## config.mk

```make
export PLATFORM = sky130hd
export DESIGN_NAME = batcharger_adc_sequencer
export DESIGN_NICKNAME = d
export VERILOG_FILES = /design/src/rtl/batcharger_adc_sequencer.sv
export SDC_FILE = /design/constraint.sdc
export NUM_CORES = 1
export LEC_CHECK = 0
export ABC_AREA = 0
export CAP_MARGIN = 20
export CORE_MARGIN = 2
export CORE_UTILIZATION = 54
export CTS_CLUSTER_SIZE = 30
export DETAILED_ROUTE_END_ITERATION = 16
export MAX_ROUTING_LAYER = met4
export PLACE_DENSITY_LB_ADDON = 0.2
export RECOVER_POWER = 50
export SLEW_MARGIN = 15
export SYNTH_ARGS = -nofsm -noshare
export SYNTH_HDL_FRONTEND = slang
export SYNTH_SLANG_ARGS = --single-unit
```

## constraint.sdc

```tcl
create_clock -name clk -period 3.7 [get_ports clk]
set_input_delay 0.555 -clock clk [delete_from_list [all_inputs] [get_ports clk]]
set_output_delay 0.555 -clock clk [all_outputs]
set_load 0.05 [all_outputs]
```

## src/rtl/batcharger_adc_sequencer.sv

```systemverilog
// Round-robin sequencer sharing the single 8-bit charger ADC between the V/I/T channels.
// Define ADC_AVG_EN to average two back-to-back samples per channel pick.
module batcharger_adc_sequencer #(
  parameter int SETTLE_CYC  = 4,
  parameter int TIMEOUT_CYC = 64
) (
  input  logic       clk,
  input  logic       rst,
  input  logic       en,
  input  logic       vmonen,
  input  logic       imonen,
  input  logic       tmonen,
  input  logic       adc_done,
  input  logic [7:0] adc_data,
  output logic [1:0] adc_sel,
  output logic       adc_start,
  output logic [7:0] vbat,
  output logic [7:0] ibat,
  output logic [7:0] tbat,
  output logic       vtok,
  output logic       adc_err
);

  typedef enum logic [2:0] {
    S_IDLE   = 3'd0,
    S_SELECT = 3'd1,
    S_START  = 3'd2,
    S_WAIT   = 3'd3,
    S_STORE  = 3'd4
  } state_e;

  localparam logic [7:0] SETTLE_LAST  = 8'(SETTLE_CYC);
  localparam logic [7:0] TIMEOUT_LAST = 8'(TIMEOUT_CYC - 1);
`ifdef ADC_AVG_EN
  localparam bit AVG_MODE = 1'b1;
`else
  localparam bit AVG_MODE = 1'b0;
`endif

  state_e     state_q, state_d;
  logic [1:0] sel_q, sel_d;
  logic [1:0] ptr_q, ptr_d;
  logic [7:0] cnt_q, cnt_d;
  logic       start_q, start_d;
  logic       err_q, err_d;
  logic [7:0] vbat_q, vbat_d;
  logic [7:0] ibat_q, ibat_d;
  logic [7:0] tbat_q, tbat_d;
  logic [2:0] valid_q, valid_d;
  logic       vtok_q, vtok_d;

  logic [2:0] mon_s;
  logic       any_mon_s;
  logic       sel_mon_s;
  logic       cap_s;
  logic       tmo_s;
  logic [7:0] cap_val_s;
`ifdef ADC_AVG_EN
  logic       samp_q, samp_d;
  logic [7:0] s0_q, s0_d;
  logic [8:0] sum_s;
`endif

  function automatic logic [1:0] rr_inc(input logic [1:0] ch);
    rr_inc = (ch == 2'd2) ? 2'd0 : ch + 2'd1;
  endfunction

  // ptr is the first candidate; the search wraps V->I->T->V.
  function automatic logic [1:0] rr_pick(input logic [1:0] ptr, input logic [2:0] mon);
    logic [1:0] c1;
    logic [1:0] c2;
    c1 = rr_inc(ptr);
    c2 = rr_inc(c1);
    if (mon[ptr]) begin
      rr_pick = ptr;
    end else if (mon[c1]) begin
      rr_pick = c1;
    end else begin
      rr_pick = c2;
    end
  endfunction

  assign mon_s     = {tmonen, imonen, vmonen};
  assign any_mon_s = |mon_s;
  assign sel_mon_s = mon_s[sel_q];
`ifdef ADC_AVG_EN
  assign sum_s     = {1'b0, s0_q} + {1'b0, adc_data};
`endif

  // Next-state, channel pick, settle/timeout counting and start/err pulses.
  always_comb begin
    state_d   = state_q;
    sel_d     = sel_q;
    cnt_d     = cnt_q;
    start_d   = 1'b0;
    err_d     = 1'b0;
    cap_s     = 1'b0;
    tmo_s     = 1'b0;
    cap_val_s = adc_data;
`ifdef ADC_AVG_EN
    s0_d      = s0_q;
    cap_val_s = sum_s[8:1];
    if (state_q == S_START || state_q == S_WAIT) begin
      samp_d = samp_q;
    end else begin
      samp_d = 1'b0;
    end
`endif
    if (state_q == S_STORE) begin
      ptr_d = rr_inc(sel_q);
    end else begin
      ptr_d = ptr_q;
    end
    if (!en) begin
      state_d = S_IDLE;
    end else begin
      case (state_q)
        S_IDLE: begin
          if (any_mon_s) begin
            sel_d   = rr_pick(ptr_q, mon_s);
            cnt_d   = 8'd0;
            state_d = S_SELECT;
          end else begin
            state_d = S_IDLE;
          end
        end
        S_SELECT: begin
          if (!sel_mon_s) begin
            state_d = S_STORE;
          end else if (cnt_q == SETTLE_LAST) begin
            start_d = 1'b1;
            state_d = S_START;
          end else begin
            cnt_d = cnt_q + 8'd1;
          end
        end
        S_START: begin
          if (!sel_mon_s) begin
            state_d = S_STORE;
          end else begin
            cnt_d   = 8'd0;
            state_d = S_WAIT;
          end
        end
        S_WAIT: begin
          if (!sel_mon_s) begin
            state_d = S_STORE;
          end else if (adc_done) begin
`ifdef ADC_AVG_EN
            if (!samp_q) begin
              samp_d  = 1'b1;
              s0_d    = adc_data;
              start_d = 1'b1;
              state_d = S_START;
            end else begin
              cap_s   = 1'b1;
              state_d = S_STORE;
            end
`else
            cap_s   = 1'b1;
            state_d = S_STORE;
`endif
          end else if (cnt_q == TIMEOUT_LAST) begin
            tmo_s   = 1'b1;
            err_d   = 1'b1;
            state_d = S_STORE;
          end else begin
            cnt_d = cnt_q + 8'd1;
          end
        end
        S_STORE: begin
          if (any_mon_s) begin
            sel_d   = rr_pick(rr_inc(sel_q), mon_s);
            cnt_d   = 8'd0;
            state_d = S_SELECT;
          end else begin
            state_d = S_IDLE;
          end
        end
        default: state_d = S_IDLE;
      endcase
    end
  end

  // Result registers and valid flags; disabling a channel or the sequencer drops its flag.
  always_comb begin
    vbat_d  = vbat_q;
    ibat_d  = ibat_q;
    tbat_d  = tbat_q;
    valid_d = valid_q;
    if (cap_s) begin
      case (sel_q)
        2'd0: begin
          vbat_d     = cap_val_s;
          valid_d[0] = 1'b1;
        end
        2'd1: begin
          ibat_d     = cap_val_s;
          valid_d[1] = 1'b1;
        end
        2'd2: begin
          tbat_d     = cap_val_s;
          valid_d[2] = 1'b1;
        end
        default: valid_d = valid_q;
      endcase
    end else if (tmo_s && !AVG_MODE) begin
      valid_d = valid_q & ~(3'b001 << sel_q);
    end else begin
      valid_d = valid_q;
    end
    valid_d = valid_d & mon_s & {3{en}};
    vtok_d  = valid_d[0] & valid_d[2];
  end

  // State, counters, result registers and output pulses.
  always_ff @(posedge clk) begin
    if (rst) begin
      state_q <= S_IDLE;
      sel_q   <= 2'd0;
      ptr_q   <= 2'd0;
      cnt_q   <= 8'd0;
      start_q <= 1'b0;
      err_q   <= 1'b0;
      vbat_q  <= 8'd0;
      ibat_q  <= 8'd0;
      tbat_q  <= 8'd0;
      valid_q <= 3'b000;
      vtok_q  <= 1'b0;
    end else begin
      state_q <= state_d;
      sel_q   <= sel_d;
      ptr_q   <= ptr_d;
      cnt_q   <= cnt_d;
      start_q <= start_d;
      err_q   <= err_d;
      vbat_q  <= vbat_d;
      ibat_q  <= ibat_d;
      tbat_q  <= tbat_d;
      valid_q <= valid_d;
      vtok_q  <= vtok_d;
    end
  end

`ifdef ADC_AVG_EN
  // First-sample holding register for the two-sample average.
  always_ff @(posedge clk) begin
    if (rst) begin
      samp_q <= 1'b0;
      s0_q   <= 8'd0;
    end else begin
      samp_q <= samp_d;
      s0_q   <= s0_d;
    end
  end
`endif

  assign adc_sel   = sel_q;
  assign adc_start = start_q;
  assign vbat      = vbat_q;
  assign ibat      = ibat_q;
  assign tbat      = tbat_q;
  assign vtok      = vtok_q;
  assign adc_err   = err_q;

endmodule

```

==> run metrics, run 1 <==
Post-synth EDFFs 0; Core ar. 0.00372 mm²; diode count 0; Hold/Removal Path Class flip-flop to flip-flop; leakage power 1.05 nW; Fmax 0.375 GHz; Arrival @ worst endpoint 2.84 ns; synthesized netlist cell count 236; Net Switching 229 µW; Routed wire per std cell 15.5 µm; skew final 0.00336 ns; Starting Density 0.569; DRC 0; CP Class primary input to flip-flop; global-route wire length before repair 8.18 mm; Rows 22; crit end category flip-flop; PortBufs 43; Longest Clk Path Bufs 2; via count 1853; final net count 291; ys async rst share 0; GPL Wtd Cong 0.858; sequential fraction of design power 0.556; Hold Vio Cnt, Final 0; Synth Register Bits 44; Critical Path RT 3.88 ns; post-CTS resize count 0; CTS buffer count 5; Worst-Skew Late Latency 0.29 ns; Starting DRT DRC Count 114; post-synthesis sequential area ratio 0.416; P&R area growth vs syn 24.6%; commonest non-fill, non-tap cell in the layout dfxtp_1; root buffer cell clkbuf_8; Overflow after GRT 0; leading post-synthesis cells by cell area dfxtp_1, mux2i_1, nor2_1; post-synth cell types 46; clock sink count 44; crit-path max FO 9; Synth Warn # 0; Peak VDD IR 0.000254 V; Int Pwr 646 µW; final worst hold slack 0.494 ns; placed inst area 0.00255 mm²; largest net degree at the start of global routing 33; Fill cells 307; CTS Hold Bufs 0; CP startpoint kind primary input; Final period util 0.720; setup tns final 0 ns; die height 66.6 µm; largest area contributor in the netlist dfxtp_1; crit path cell chain dlygate4sd3_1 -> mux2i_1 -> o21a_1 -> nor3_1 -> clkbuf_1 -> mux2i_1 -> nor2_1; Clock Power Share 0.345; Worst path most repeated cell mux2i_1; Switching Share 0.262; Final ANT Viol Nets 0; Final Max Tran Viols 0; Die Area 0.00443 mm²; most frequent cells in the layout dfxtp_1, nor2_1, dlygate4sd3_1; Clock transition at path regs 0.08 ns; CTS tree done; area of the multi-input gates 0.00113 mm²; worst rel slew slack 0.496; Vias/cell 5.74; synthesized area 0.00212 mm²; HPWL Detailed 3.51 mm; CP delay by family, top buffers and inverters; MaxCap Viol Count 0; Final Non-Filler Cells 323; antenna violations before repair 0; final instance area 0.00264 mm²; highest-delay cell along the critical path dlygate4sd3_1; PwrDens 332 mW/mm²; vias in the first global route 1740; Die Span X 66.6 µm; GRT Total Usage 0.249; postcts setup bufs 0; placed cell count 315; Period minus WS final 2.66 ns; crit-path max cell delay 0.66 ns; drt pass-1 iters 5; layout cells sized above 1 0.0655; Worst Path Buf+Inv 2; Post-Syn Nets 253; setup violators final 0; synthesized area per cell 8.97 µm²; outcome completed; IO Pins 44; Routed WL 5.00 mm; # H-tree levels 2; unrepaired setup endpoints after global routing false; Storage cell area 881 µm²; final setup margin 1.04 ns; Worst Tran Pin Value 0.756 ns; Synth Flop Type dfxtp_1; post-synth top area share 0.416; Setup WS pre-CTS 0.860 ns; Comb pwr share 0.099
-- cells in the mapped netlist (2+ instances only) --
cell / instances
nand3_1: 8
nor3_1: 6
nor2_1: 36
o41ai_1: 3
buf_4: 2
nand4_1: 4
and2_1: 4
or3_1: 2
a31oi_1: 2
dfxtp_1: 44
a21oi_1: 6
o211ai_1: 2
nand2_1: 8
buf_2: 5
o41ai_2: 2
nor2b_1: 7
o311ai_0: 4
and3_1: 3
nor4_1: 3
nor3b_1: 2
mux2i_1: 28
nand3b_1: 3
o21ai_0: 15
inv_1: 7
ha_1: 2
clkbuf_1: 7
nor4b_1: 2
-- through the flow --
step                      utilization  total power [mW]
after floorplan                     -             0.551
after global placement          0.687             0.583
after detailed placement        0.687             0.584
after CTS                       0.711             0.884
after global routing            0.709             0.917
final                           0.709             0.875
-- registers in the layout, summed over array words and instances, names as in the netlist --
register and count:
cnt_q 8, ibat 8, tbat 8, vbat 8, state_q 3, adc_sel 2
ptr_q 2, valid_q 2, adc_err 1, adc_start 1, vtok 1
-- routing by layer --
layer | routed length [µm] | vias to the layer above | global-route usage | share of wire
li1 | - | 924 | - | -
met1 | 2260 | 874 | 0.322 | 0.45
met2 | 2470 | 51 | 0.396 | 0.49
met3 | 232 | 4 | 0.0625 | 0.046
met4 | 36 | 0 | 0.0510 | 0.0072
met5 | 0 | - | - | 0
-- logic make-up (layout without fill, tap and decap cells) --
group	after synthesis	count (layout)	share of synthesized area
DFF	44	44	0.416
AOI/OAI and AO/OA	44	44	0.150
buffers and inverters	22	61	0.0491
muxes	28	28	0.132
adders and majority gates	2	2	0.0118
and+or+nand+nor	96	96	0.240
-- layout make-up --
type | instances | share of cell area
clock buffer | 5 | 0.0261
clock inverter | 3 | 0.00902
inverter | 7 | 0.00997
multi-input combinational | 170 | 0.429
sequential | 44 | 0.334
tap | 48 | 0.0228
timing repair buffer | 46 | 0.169
-- power groups by stage --
stage / clock [mW] / sequential [mW] / combinational (mW)
global route: 0.334 / 0.488 / 0.0951
global placement: 0 / 0.498 / 0.0858
floorplan: 0 / 0.496 / 0.0549
finish: 0.302 / 0.486 / 0.0863
CTS: 0.311 / 0.486 / 0.0868
detailed placement: 0 / 0.497 / 0.0864
-- worst min-delay path, stage by stage (launching register included) --
cell and delay (ns):
dfxtp_1 0.33, mux2i_1 0.06, nor2_1 0.07
-- worst paths after layout --
kind,start,to,slack (ns),cells past startpoint
worst max-delay path,tmonen,tbat[6]$_SDFFE_PP0P_,1.04,7
worst min register to register,tbat[7]$_SDFFE_PP0P_,tbat[7]$_SDFFE_PP0P_,0.49,2
worst max register to register,adc_sel[1]$_SDFFE_PP0P_,tbat[6]$_SDFFE_PP0P_,1.39,6
worst min-delay path,tbat[7]$_SDFFE_PP0P_,tbat[7]$_SDFFE_PP0P_,0.49,2
(Power assumes the default switching activity.)
==> run 2, diff against run 1 <==
--- a/config.mk
+++ b/config.mk
@@ -8,7 +8,7 @@
 export ABC_AREA = 0
 export CAP_MARGIN = 20
 export CORE_MARGIN = 2
-export CORE_UTILIZATION = 54
+export CORE_UTILIZATION = 51
 export CTS_CLUSTER_SIZE = 30
 export DETAILED_ROUTE_END_ITERATION = 16
 export MAX_ROUTING_LAYER = met4
==> constraint.sdc (replaced) <==
create_clock -name clk -period 2.68 [get_ports clk]
set_input_delay 0.402 -clock clk [delete_from_list [all_inputs] [get_ports clk]]
set_output_delay 0.402 -clock clk [all_outputs]
set_load 0.05 [all_outputs]
==> run metrics, run 2 (same netlist as run 1, synthesis figures left out) <==
Overflow after GRT 0 (unchanged); Routed WL 4.85 mm (-3.0%); Worst Tran Pin Value 0.873 ns (+0.117 ns); MaxCap Viol Count 0 (unchanged); Clock Power Share 0.399 (+0.054); DRC 0 (unchanged); clock sink count 44 (unchanged); Rows 23 (+4.5%); r2r setup slk 0.48 ns (-0.91 ns); crit-path max FO 8 (-1); Critical R2R Capture vbat[3]$_SDFFE_PP0P_; CTS buffer count 5 (unchanged); HPWL Detailed 3.33 mm (-5.2%); Core ar. 0.00400 mm² (+7.6%); IO Pins 44 (unchanged); vias in the first global route 1579 (-9.3%); commonest non-fill, non-tap cell in the layout dfxtp_1; Arrival @ worst endpoint 2.49 ns (-0.35 ns); setup violators final 0 (unchanged); global-route wire length before repair 7.31 mm (-11%); Hold Vio Cnt, Final 0 (unchanged); unrepaired setup endpoints after global routing false; CTS tree done; hold path depth 2 (unchanged); Starting DRT DRC Count 100 (-12%); root buffer cell clkbuf_8; Power Total 1.33 mW (+52%); diode count 0 (unchanged); Switching Share 0.235 (-0.0270); sequential fraction of design power 0.504 (-0.052); Fmax 0.434 GHz; PortBufs 43 (unchanged); CTS Hold Bufs 0 (unchanged); HP Start valid_q[0]$_SDFF_PP0_; antenna violations before repair 0 (unchanged); GRT Total Usage 0.218 (-0.0306); outcome completed; drt pass-1 iters 4 (-1); Die Span X 68.4 µm (+2.7%); Vias/cell 5.65 (-1.6%); Final period util 0.859; Net Switching 313 µW (+37%); Clock transition at path regs 0.08 ns (about the same); Peak VDD IR 0.000291 V (+14%); postcts setup bufs 0 (unchanged); Int Pwr 1.02 mW (+58%); setup tns final 0 ns (unchanged); P&R area growth vs syn 28.6%; leakage power 1.11 nW (+5.3%); CP Class primary input to flip-flop; Hold/Removal Path Class flip-flop to flip-flop; die height 68.4 µm (+2.7%); Final ANT Viol Nets 0 (unchanged); final net count 298 (+2.4%); # H-tree levels 2 (unchanged); GPL Wtd Cong 0.865 (+0.84%); Comb pwr share 0.097 (-0.002); Period minus WS final 2.30 ns; most frequent cells in the layout dfxtp_1, nor2_1, mux2i_1, dlygate4sd3_1; Starting Density 0.529 (-0.0404); Worst-Skew Late Latency 0.30 ns (about the same); Longest Clk Path Bufs 2 (unchanged); Die Area 0.00468 mm² (+5.5%); Worst R2R Path Depth 6 (unchanged); via count 1875 (+1.2%); Hold Path End valid_q[0]$_SDFF_PP0_; layout cells sized above 1 0.0887 (+0.0232); largest net degree at the start of global routing 35 (+6.1%); worst rel slew slack 0.417 (-0.0791); post-CTS resize count 0 (unchanged); Critical Path RT 2.86 ns (-1.02 ns); RR Startpoint adc_sel[1]$_SDFFE_PP0P_; Final Max Tran Viols 0 (unchanged); skew final 0.00860 ns (+0.00524 ns); crit end category flip-flop; CP startpoint kind primary input; PwrDens 489 mW/mm² (+48%); Routed wire per std cell 14.6 µm (-5.6%); Fill cells 352 (+15%)
-- run 2: area by class of cell --
| class | count | area [µm²] | share of cell area |
|---|---|---|---|
| clock inverters | 2 | 38.8 | 0.0143 |
| flip-flops and latches | 44 | 881 | 0.324 |
| clock buffers | 6 | 82.6 | 0.0304 |
| well taps | 50 | 62.6 | 0.0230 |
| multi-input cells | 170 | 1130 | 0.416 |
| inverters | 7 | 26.3 | 0.00966 |
| repair buffers | 53 | 498 | 0.183 |
-- run 2: worst max-delay path, stage by stage --
cell           delay [ns]
dlygate4sd3_1        0.63
mux2i_1              0.28
o21ai_0              0.19
nand3_1              0.14
clkbuf_1             0.51
mux2i_1              0.26
nor2_1               0.05
-- run 2: how the worst max path moves through the flow --
stage / from / end / slack (ns) / cells after the start
after floorplan: adc_sel[0]$_SDFFE_PP0P_ / ibat[0]$_SDFFE_PP0P_ / 0.69 / 6
after global placement: imonen / cnt_q[6]$_SDFFE_PP0P_ / 0.30 / 6
after detailed placement: imonen / cnt_q[5]$_SDFFE_PP0P_ / 0.24 / 6
after CTS: adc_sel[1]$_SDFFE_PP0P_ / adc_sel[1] / 0.51 / 1
after global routing: tmonen / vbat[4]$_SDFFE_PP0P_ / 0.24 / 7
final: tmonen / vbat[3]$_SDFFE_PP0P_ / 0.38 / 7
-- run 2: metrics by stage --
stage                     hold slack [ns]  area (µm²)  setup WS [ns]  instances  utilization
after global placement              0.475        2610          0.298        324        0.652
after CTS                           0.489        2730          0.512        332        0.682
after global routing                0.524        2720          0.243        332        0.680
after detailed placement            0.473        2610          0.242        324        0.652
after floorplan                     0.442        2120          0.688        236            -
final                               0.489        2720          0.377        332        0.680
-- run 2: power groups by stage --
stage	Clock, mW	Sequential (mW)	Combinational, mW
detailed placement	0	0.687	0.129
floorplan	0	0.685	0.0758
global route	0.568	0.673	0.141
CTS	0.542	0.671	0.130
finish	0.531	0.671	0.129
global placement	0	0.687	0.128
-- run 2: routing by layer --
metal	track usage	vias up	part of all wire
met4	0.0900	0	0.017
met3	0.0526	9	0.045
met2	0.329	46	0.47
met1	0.279	880	0.47
met5	-	-	0
li1	-	940	-
==> run 3, diff against run 2 <==
--- a/config.mk
+++ b/config.mk
@@ -9,7 +9,6 @@
 export CAP_MARGIN = 20
 export CORE_MARGIN = 2
 export CORE_UTILIZATION = 51
-export CTS_CLUSTER_SIZE = 30
 export DETAILED_ROUTE_END_ITERATION = 16
 export MAX_ROUTING_LAYER = met4
 export PLACE_DENSITY_LB_ADDON = 0.2
==> results of run 3 <==
The final DEF is identical to that of run 2; final timing and power are the same.
